<file path="src/rtl/seven_seg_scan_ctrl.sv">
// Time-multiplexed scan controller for common-anode 7-segment digits.
// Walks the digit enables round-robin with an on-time per slot followed by
// an all-off dead gap, and drives the shared decoder code plus active-low
// anode and decimal-point lines. Optional leading-zero blanking.
module seven_seg_scan_ctrl #(
  parameter int NUM_DIGITS  = 4,
  parameter int REFRESH_DIV = 50000,
  parameter int DEAD_CYCLES = 500
) (
  input  logic                    clk,
  input  logic                    rst,
  input  logic                    enable,
  input  logic                    load,
  input  logic [4*NUM_DIGITS-1:0] digits_in,
  input  logic [NUM_DIGITS-1:0]   dp_in,
  input  logic                    lz_en,
  output logic [3:0]              bcd_out,
  output logic [NUM_DIGITS-1:0]   an,
  output logic                    dp_out,
  output logic                    frame_tick
);

  localparam int CMAX = (REFRESH_DIV > DEAD_CYCLES) ? REFRESH_DIV : DEAD_CYCLES;
  localparam int CW   = (CMAX > 1) ? $clog2(CMAX) : 1;
  localparam int IW   = $clog2(NUM_DIGITS);

  localparam logic [CW-1:0] DEAD_LAST = CW'(DEAD_CYCLES - 1);
  localparam logic [CW-1:0] SHOW_LAST = CW'(REFRESH_DIV - 1);
  localparam logic [IW-1:0] IDX_LAST  = IW'(NUM_DIGITS - 1);

  typedef enum logic {DEAD, SHOW} state_t;

  state_t                         state, state_n;
  logic [CW-1:0]                  cnt, cnt_n;
  logic [IW-1:0]                  idx, idx_n;
  logic [NUM_DIGITS-1:0][3:0]     sh_dig;
  logic [NUM_DIGITS-1:0]          sh_dp;
  logic                           sh_lz;
  logic [NUM_DIGITS-1:0]          sup;
  logic                           zabove;
  logic [3:0]                     bcd_n;
  logic [NUM_DIGITS-1:0]          an_n;
  logic                           dp_n, ft_n;

  // Shadow capture is independent of scan state; the lit digit only picks
  // up new values at its next DEAD->SHOW entry.
  always_ff @(posedge clk or posedge rst) begin
    if (rst) begin
      sh_dig <= '0;
      sh_dp  <= '0;
      sh_lz  <= 1'b0;
    end else if (load) begin
      sh_dig <= digits_in;
      sh_dp  <= dp_in;
      sh_lz  <= lz_en;
    end
  end

  // Digit i>0 blanks when it and every higher digit are zero; digit 0 never.
  always_comb begin
    sup    = '0;
    zabove = 1'b1;
    for (int i = NUM_DIGITS - 1; i > 0; i--) begin
      zabove = zabove & (sh_dig[i] == 4'd0);
      sup[i] = sh_lz & zabove;
    end
  end

  // State and registered outputs.
  always_ff @(posedge clk or posedge rst) begin
    if (rst) begin
      state      <= DEAD;
      cnt        <= '0;
      idx        <= '0;
      bcd_out    <= 4'd0;
      an         <= '1;
      dp_out     <= 1'b1;
      frame_tick <= 1'b0;
    end else begin
      state      <= state_n;
      cnt        <= cnt_n;
      idx        <= idx_n;
      bcd_out    <= bcd_n;
      an         <= an_n;
      dp_out     <= dp_n;
      frame_tick <= ft_n;
    end
  end

  // Next state and next registered outputs; enable low forces a dark restart.
  always_comb begin
    state_n = state;
    cnt_n   = cnt + 1'b1;
    idx_n   = idx;
    bcd_n   = bcd_out;
    an_n    = an;
    dp_n    = dp_out;
    ft_n    = 1'b0;
    if (!enable) begin
      state_n = DEAD;
      cnt_n   = '0;
      idx_n   = '0;
      an_n    = '1;
      dp_n    = 1'b1;
    end else begin
      case (state)
        DEAD: begin
          an_n = '1;
          dp_n = 1'b1;
          if (cnt == DEAD_LAST) begin
            state_n = SHOW;
            cnt_n   = '0;
            bcd_n   = sh_dig[idx];
            an_n    = sup[idx] ? '1 : ~(NUM_DIGITS'(1) << idx);
            dp_n    = sup[idx] ? 1'b1 : ~sh_dp[idx];
          end
        end
        SHOW: begin
          if (cnt == SHOW_LAST) begin
            state_n = DEAD;
            cnt_n   = '0;
            an_n    = '1;
            dp_n    = 1'b1;
            if (idx == IDX_LAST) begin
              idx_n = '0;
              ft_n  = 1'b1;
            end else begin
              idx_n = idx + 1'b1;
            end
          end
        end
        default: state_n = DEAD;
      endcase
    end
  end

endmodule

</file>
<file path="config.mk">
export PLATFORM = sky130hd
export DESIGN_NAME = seven_seg_scan_ctrl
export DESIGN_NICKNAME = d
export VERILOG_FILES = /design/src/rtl/seven_seg_scan_ctrl.sv
export SDC_FILE = /design/constraint.sdc
export NUM_CORES = 1
export LEC_CHECK = 0
export BUFFER_PORTS_ARGS = -buffer_cell sky130_fd_sc_hd__buf_4
export CAP_MARGIN = 10
export CORE_MARGIN = 1
export CORE_UTILIZATION = 50
export CTS_CLUSTER_DIAMETER = 120
export DETAILED_ROUTE_END_ITERATION = 7
export PLACE_DENSITY = 0.71
export SLEW_MARGIN = 30
export SYNTH_ARGS = -nofsm -noshare
export SYNTH_HDL_FRONTEND = slang
export SYNTH_SLANG_ARGS = --single-unit
</file>
<file path="constraint.sdc">
create_clock -name clk -period 5.8 [get_ports clk]
set_input_delay 0.29 -clock clk [delete_from_list [all_inputs] [get_ports clk]]
set_output_delay 0.29 -clock clk [all_outputs]
set_load 0.01 [all_outputs]
</file>
---- Word level (Yosys, flattened, before mapping) ----
Index checks and enable logic that the tools add are counted.
word-level totals
  bits in registers ....................... 50
  logic and storage cells ................. 68
  output and inout bits ................... 10
  bits of input ports ..................... 25
operators by class
  equal/unequal tests ..................... 6
  reductions and logical operators ........ 5
  bitwise logic cells ..................... 8
  order comparisons ....................... 1
  add/subtract/negate cells ............... 2
  shifts and indexed selects .............. 1
  muxes and demuxes ....................... 32
operators with widths
  operator               count
  $mux 16                3
  $pmux 16 s2            1
  $mux 4                 5
  $add 16x1->16 const B  1
  $eq 16x16->1 const B   1
  $eq 16x9->1 const B    1
  $mux 1                 13
  $logic_not 4->1        3
  $bmux 4 s2             1
  $mux 2                 4
  $pmux 4 s2             1
  $and 1x1->1            5
  $bmux 1 s2             2
  $ne 2x1->1 const B     2
  $not 4->4              1
  $pmux 1 s2             2
  $shl 1x2->4 const A    1
  $lt 2x3->1 const B     1
  $ne 3x2->1 const B     1
  $reduce_and 3->1       1
  $add 2x1->2 const B    1
  $eq 2x2->1 const B     1
  $not 1->1              2
  $reduce_and 2->1       1

---- Logic depth before layout (Yosys ltp) ----
Gate-level depths: netlist (run 1).
  depth in word-level cells ............... 10
  depth in mapped cells ................... 6
  mapped depth without buffers ............ 5

---- Worst setup path before layout (run 1) ----
OpenSTA, ideal clock, no wires.
  kind .................................... flip-flop to flip-flop
  start point ............................. register cnt[10]
  end point ............................... register cnt[10]
  cell stages (with the launch flop) ...... 6
  data required time ...................... 5664 ps
  slack ................................... 3776 ps
  period minus slack after synthesis ...... 2024 ps
  arrival time ............................ 1888 ps
  library setup time ...................... 136 ps
  buffers on the path ..................... 1
  path through ............................ dfrtp_1 -> or4_4 -> or4_4 -> o22ai_2 -> buf_4 -> nor3_1
on the way
  word-level cells in the longest chain between the ends .. 4
  elaborated cells on any way between the ends .. 7
  those cells by class .................... add/sub (1); eq/ne (2); mux (4)
RTL lines
  what                                   RTL line  source
  start, declared                        34        logic [CW-1:0] cnt, cnt_n;
  start signal, assigned                 81        cnt <= cnt_n;
  $add 16x1->16 (tied with other cells)  93        cnt_n = cnt + 1'b1;
  $mux 16, on equally long branches      119, 110
  $pmux 16 s2 *                          106       case (state)
  $mux 16 *                              99        if (!enable) begin
  net cnt_n[10]                          34
Mark *: on every way through the listed nets, which the timed path passes. The rest lies on a longest branch.
A chain may end at the register's enable or synchronous reset.

---- Worst setup path after layout (run 1) ----
  start point ............................. register cnt[10]
  end point ............................... register cnt[9]
on the way
  word-level cells in the longest chain between the ends .. 4
  elaborated cells on any way between the ends .. 6
  those cells by class .................... eq/ne (2); mux (4)
RTL lines
  what                                                RTL line
  $eq 16x16->1 / $eq 16x9->1 (equally long branches)  119, 110
  $mux 16, on equally long branches                   119, 110
  $pmux 16 s2 *                                       106
  $mux 16 *                                           99
  net cnt_n[9]                                        34
Marks and branches as above.

==> run summary, run 1 <==
Synth Area per Inst -> 12.23 µm²
Synth cell types -> 36
Worst skew pair latency -> 300 ps
Period utilization -> 39.96%
Max_slew headroom -> 43.77%
Initial DRC count -> 143
Cts bufs inserted -> 5
Seq cells post-synth -> 50
Fin util -> 62.33%
Cells after Synth -> 194
GRT overflow -> 0
Clock sinks -> 50
DR WL/cell -> 17.56 µm
Vias/cell -> 6.111
R2R cell count -> 4
# hold bufs at CTS -> 0
Via count -> 1705
Core box area -> 0.004444 mm²
YS warnings -> 0
Width of the die -> 70.88 µm
Final setup TNS -> 0 ps
Die ar. -> 0.005024 mm²
Most frequent cells after synthesis -> 45 x dfrtp_1, 25 x mux2_2, 13 x nor3_1
Synthesized Nets -> 224
Worst setup path startpoint -> cnt[10]$_DFF_PP0_
Vias in the first global route -> 1691
Worst Path Required -> 5950 ps
Pre-Repair DR Iteration Count -> 6
Most frequent cell after synthesis -> dfrtp_1
Largest cells by area after synthesis -> dfrtp_1 47%, mux2_2 12%, dfstp_2 5.5%
CTS tree -> done
Largest area contributor in the netlist -> dfrtp_1
Largest net degree at the start of global routing -> 51
Crit path arrival time -> 2470 ps
Worst r2r dst -> cnt[9]$_DFF_PP0_
Layout Area Growth over Synthesis -> 16.77%
Setup crit start kind -> register
CTS clk-pin slew, worst paths -> 90 ps
Yosys top cell area share -> 47.47%
Reg-to-reg slack, setup -> 3480 ps
GP Congestion -> 0.7688
Resized Gates After CTS -> 0
# setup viols final -> 0
Critical path capture point type -> register
First-pass GRT wire length -> 8459 µm
Layout cells sized above 1 -> 35.68%
Starting Density -> 53.38%
Max clock buf depth -> 2
R2r startpoint -> cnt[10]$_DFF_PP0_
Port Buf Inserts -> 34
Final Critical Period -> 2318 ps
DRC -> 0
Max-cap violations -> 0
Most used DFF post-synth -> dfrtp_1
Hold Path Class -> in -> async
Leakage -> 1.139 nW
NumNets Final -> 256
VDD IR-drop max -> 0.1458 mV
Fin. Hold Viols -> 0
Num ports -> 35
Routed Wire Length -> 4900 µm
# rows -> 24
Crit Path Max Fanout -> 16
ANT nets after route -> 0
DP Wirelength -> 3522 µm
Fmax -> 0.4315 GHz
Root Buffer -> clkbuf_8
Post-CTS setup buffers -> 0
Final slew viol count -> 0
H-Tree Depth -> 2
Seq/Total Area, Yosys -> 53.01%
All-Layer GR Usage -> 22.17%
Worst Tran Pin Value -> 842.4 ps
Die height -> 70.88 µm
Inserted Diodes -> 0
Ys async rst share -> 100.0%
Setup Skew -> 5.865 ps
Mapped cell area -> 0.002372 mm²
Worst setup path class -> reg -> reg
Post-synth EDFFs -> 0
RSZ-0062 raised after global routing -> false
Status -> complete, no violations
Power per cell area -> 240.7 mW/mm²
Antenna violations before repair -> 0
[metrics by stage]
step           cell area, µm²  hold WS [ps]  setup WS, ps  power, mW  cells
2_1_floorplan            2372         441.6          3776     0.4130    194
3_3_place_gp             2655         470.6          3509     0.4326    271
3_5_place_dp             2663         478.7          3499     0.4362    271
4_1_cts                  2769         212.3          3493     0.6736    279
5_1_grt                  2770         186.6          3360     0.7009    279
6_report                 2770         132.8          3482     0.6667    279
[worst max path at each step]
stage | endpoint | slack, ps | depth (start not counted)
3_5_place_dp | cnt[9]$_DFF_PP0_ | 3500 | 4
3_3_place_gp | dp_out$_DFFE_PP1P_ | 3510 | 4
5_1_grt | cnt[12]$_DFF_PP0_ | 3360 | 4
6_report | cnt[9]$_DFF_PP0_ | 3480 | 4
2_1_floorplan | cnt[10]$_DFF_PP0_ | 3780 | 5
4_1_cts | cnt[9]$_DFF_PP0_ | 3490 | 4
[per-layer routing]
| layer | share of wire, % | routed length, µm | track usage, % | vias to the layer above |
|---|---|---|---|---|
| li1 | - | - | - | 783 |
| met1 | 45 | 2226 | 31.64 | 875 |
| met2 | 49 | 2424 | 34.62 | 39 |
| met5 | 0 | 0 | 0 | - |
| met4 | 1.4 | 67 | 6.222 | 0 |
| met3 | 3.7 | 182 | 4.843 | 8 |
[worst max-delay path: stages, from the launching register on]
cell     delay, ps
dfrtp_1        430
or4_4          570
or4_4          460
o22ai_2        580
nor3_1         120
[state kept, by name (all words and copies together) (netlist names)]
signal	cells
an	4
sh_dp	4
sh_lz	1
frame_tick	1
sh_dig	16
bcd_out	4
cnt	16
state	1
idx	2
dp_out	1
[final cells by class]
type / count / area, µm²
clock buffers: 7 / 76.32
clock inverters: 1 / 30.03
fillers: 363 / 1674
inverters: 7 / 27.53
multi-input cells: 128 / 1059
flip-flops and latches: 50 / 1257
well taps: 52 / 65.06
repair buffers: 34 / 255.2
[cell usage in the layout, fill, tap and decap left out, drive strengths merged, types with 3 or more instances in the layout]
cell | synthesis | final
and2 | 4 | 4
mux4 | 5 | 5
a211oi | 4 | 4
buf | 1 | 34
nor2 | 5 | 5
nand3 | 10 | 10
nor3 | 14 | 14
clkbuf | 8 | 7
mux2 | 25 | 25
nand4 | 4 | 4
xor2 | 6 | 6
or4 | 4 | 4
or3 | 4 | 4
a31oi | 4 | 4
o21ai | 7 | 7
nand2 | 3 | 3
a21oi | 3 | 3
inv | 7 | 6
dfstp | 5 | 5
nor4 | 5 | 5
ha | 5 | 5
dfrtp | 45 | 45
xnor2 | 4 | 4
[cells by family (layout without fill, tap and decap cells)]
group,count (synthesis),count (layout),share of synthesized area (%)
xor gates and xnor gates,10,10,3.692
AOI/OAI and AO/OA,22,22,5.960
DFF,50,50,53.01
buffers and inverters,16,49,2.690
and+or+nand+nor,61,61,15.40
muxes,30,30,16.61
adders and majority gates,5,5,2.637
[power breakdown]
group	switching, mW	leakage [nW]	internal [mW]	total (mW)
clock	0.109	0.0524	0.129	0.238
combinational	0.0205	0.455	0.0305	0.0510
sequential	0.0127	0.631	0.365	0.378
total	0.142	1.14	0.524	0.667
Note: power is estimated with default switching activity, not from simulation.
==> run 2, diff against run 1 <==
- clock period: 5.8 -> 2.3 ns (I/O delays scaled with it)
==> run 2 against run 1 <==
Compared with the run above: final cell count is 2.5% higher; register-to-register slack got worse by 3200 ps; worst hold slack got worse by 86 ps; non-clock buffer count up 7; setup slack got worse by 3200 ps; clock-buffer cell count stayed put; global-route usage down 1.4 points; die area unchanged; critical path depth is the same; routed wire length fell by 3.5%; via count fell by 0.88%; power increased by 140%.
==> run summary, run 2 (synthesis gave the netlist of run 1 again) <==
Status -> complete, no violations
Critical path capture point type -> register
Final Critical Period -> 2059 ps
Inserted Diodes -> 0
Worst skew pair latency -> 290 ps
Resized Gates After CTS -> 0
CTS tree -> done
H-Tree Depth -> 2
Leakage -> 1.169 nW
Worst Tran Pin Value -> 585.8 ps
Die height -> 70.88 µm
Part of the power in registers -> 59.4%
Combinational Power Share -> 8.3%
Worst setup path class -> reg -> reg
Setup Skew -> 5.462 ps
RSZ-0062 raised after global routing -> false
Starting Density -> 53.38%
Final setup TNS -> 0 ps
Layout Area Growth over Synthesis -> 18.20%
Switching power share of the total -> 22.54%
GRT overflow -> 0
Die ar. -> 0.005024 mm²
DRC -> 0
GR Util met1 -> 29.68%
Core box area -> 0.004444 mm²
Max clock buf depth -> 2
Hold Path Class -> in -> reg
DR WL/cell -> 16.54 µm
FILL cells -> 356
Setup crit start kind -> register
Via count -> 1690
Largest registers -> cnt x16, sh_dig x16
Largest net degree at the start of global routing -> 50
CTS clk-pin slew, worst paths -> 90 ps
Num ports -> 35
Fin. Hold Viols -> 0
Most common cell after layout, fill and taps aside -> dfrtp_1
Vias/cell -> 5.909
Crit Path Max Fanout -> 5
All-Layer GR Usage -> 20.77%
Crit path arrival time -> 2280 ps
Port Buf Inserts -> 34
Power per cell area -> 572.6 mW/mm²
ANT nets after route -> 0
Vias in the first global route -> 1714
# rows -> 24
DP Wirelength -> 3538 µm
Final slew viol count -> 0
Most Crowded Layer GR -> met2
Layout cells sized above 1 -> 37.18%
Clock sinks -> 50
Width of the die -> 70.88 µm
# setup viols final -> 0
Fin util -> 63.09%
First-pass GRT wire length -> 8086 µm
Max_slew headroom -> 60.94%
Initial DRC count -> 115
Period utilization -> 89.50%
Int Power -> 1.244 mW
GP Congestion -> 0.8485
Pre-Repair DR Iteration Count -> 6
Antenna violations before repair -> 0
Clock power share -> 32.4%
Cts bufs inserted -> 5
NumNets Final -> 263
Worst Path Required -> 2520 ps
Most frequent cells in the layout -> 45 x dfrtp_1, 40 x buf_4, 25 x mux2_2
VDD IR-drop max -> 0.4094 mV
Root Buffer -> clkbuf_8
Fmax -> 0.4858 GHz
Met2 GRT Util -> 33.12%
Max-cap violations -> 0
Sw power -> 361.9 µW
Routed Wire Length -> 4730 µm
Global Route met3 Usage -> 3.704%
[run 2: stage by stage]
stage               power, mW  setup WS, ps  instance area, µm²  hold WS (ps)  instances
floorplan               1.042         275.8                2372         266.6        194
global placement        1.095         299.8                2700         348.1        277
finish                  1.605         241.4                2804         46.54        286
CTS                     1.620         236.0                2791         40.30        285
global route            1.674         167.5                2804         32.71        286
detailed placement      1.104         258.3                2700         351.3        277
[run 2: what timing repair did]
item                      4_1_cts  5_1_grt
buffers inserted                0        0
hold endpoints to repair        0       45
hold buffers                    0        1
[run 2: cell type report]
cell class | count | area [µm²] | area share [%]
Clock buffer | 7 | 86.33 | 3.079
Timing Repair Buffer | 41 | 310.3 | 11.07
Sequential cell | 50 | 1257 | 44.85
Multi-Input combinational cell | 128 | 1051 | 37.48
Clock inverter | 1 | 5.005 | 0.1785
Tap cell | 52 | 65.06 | 2.320
Inverter | 7 | 28.78 | 1.026
[run 2: critical path: stages, from the launching register on]
cell,delay (ps)
dfrtp_1,430
or4_4,560
or4_4,450
or4_1,400
a21oi_1,140
[run 2: power by group through the flow]
stage / clock network, mW / registers [mW] / logic [mW]
global placement: 0 / 0.967 / 0.128
finish: 0.520 / 0.953 / 0.132
floorplan: 0 / 0.956 / 0.0855
detailed placement: 0 / 0.971 / 0.133
global route: 0.569 / 0.958 / 0.146
CTS: 0.533 / 0.953 / 0.133
[run 2: final timing paths]
kind,cells after the start,endpoint,slack [ps],from
worst max-delay path,4,idx[0]$_DFFE_PP0P_,240,cnt[10]$_DFF_PP0_
worst min-delay path,2,sh_dig[9]$_DFFE_PP0P_,50,digits_in[9]
worst max register to register,4,idx[0]$_DFFE_PP0P_,240,cnt[10]$_DFF_PP0_
worst min register to register,1,cnt[0]$_DFF_PP0_,490,cnt[0]$_DFF_PP0_
max in group asynchronous,4,an[1]$_DFFE_PP1P_,1280,rst
min in group asynchronous,3,sh_dp[0]$_DFFE_PP0P_,450,rst
[run 2: metal layers]
metal  share of wire, %  vias to the layer above
met5                  0                        -
met4               0.85                        0
met3                2.7                        4
met2                 49                       32
met1                 47                      855
li1                   -                      799
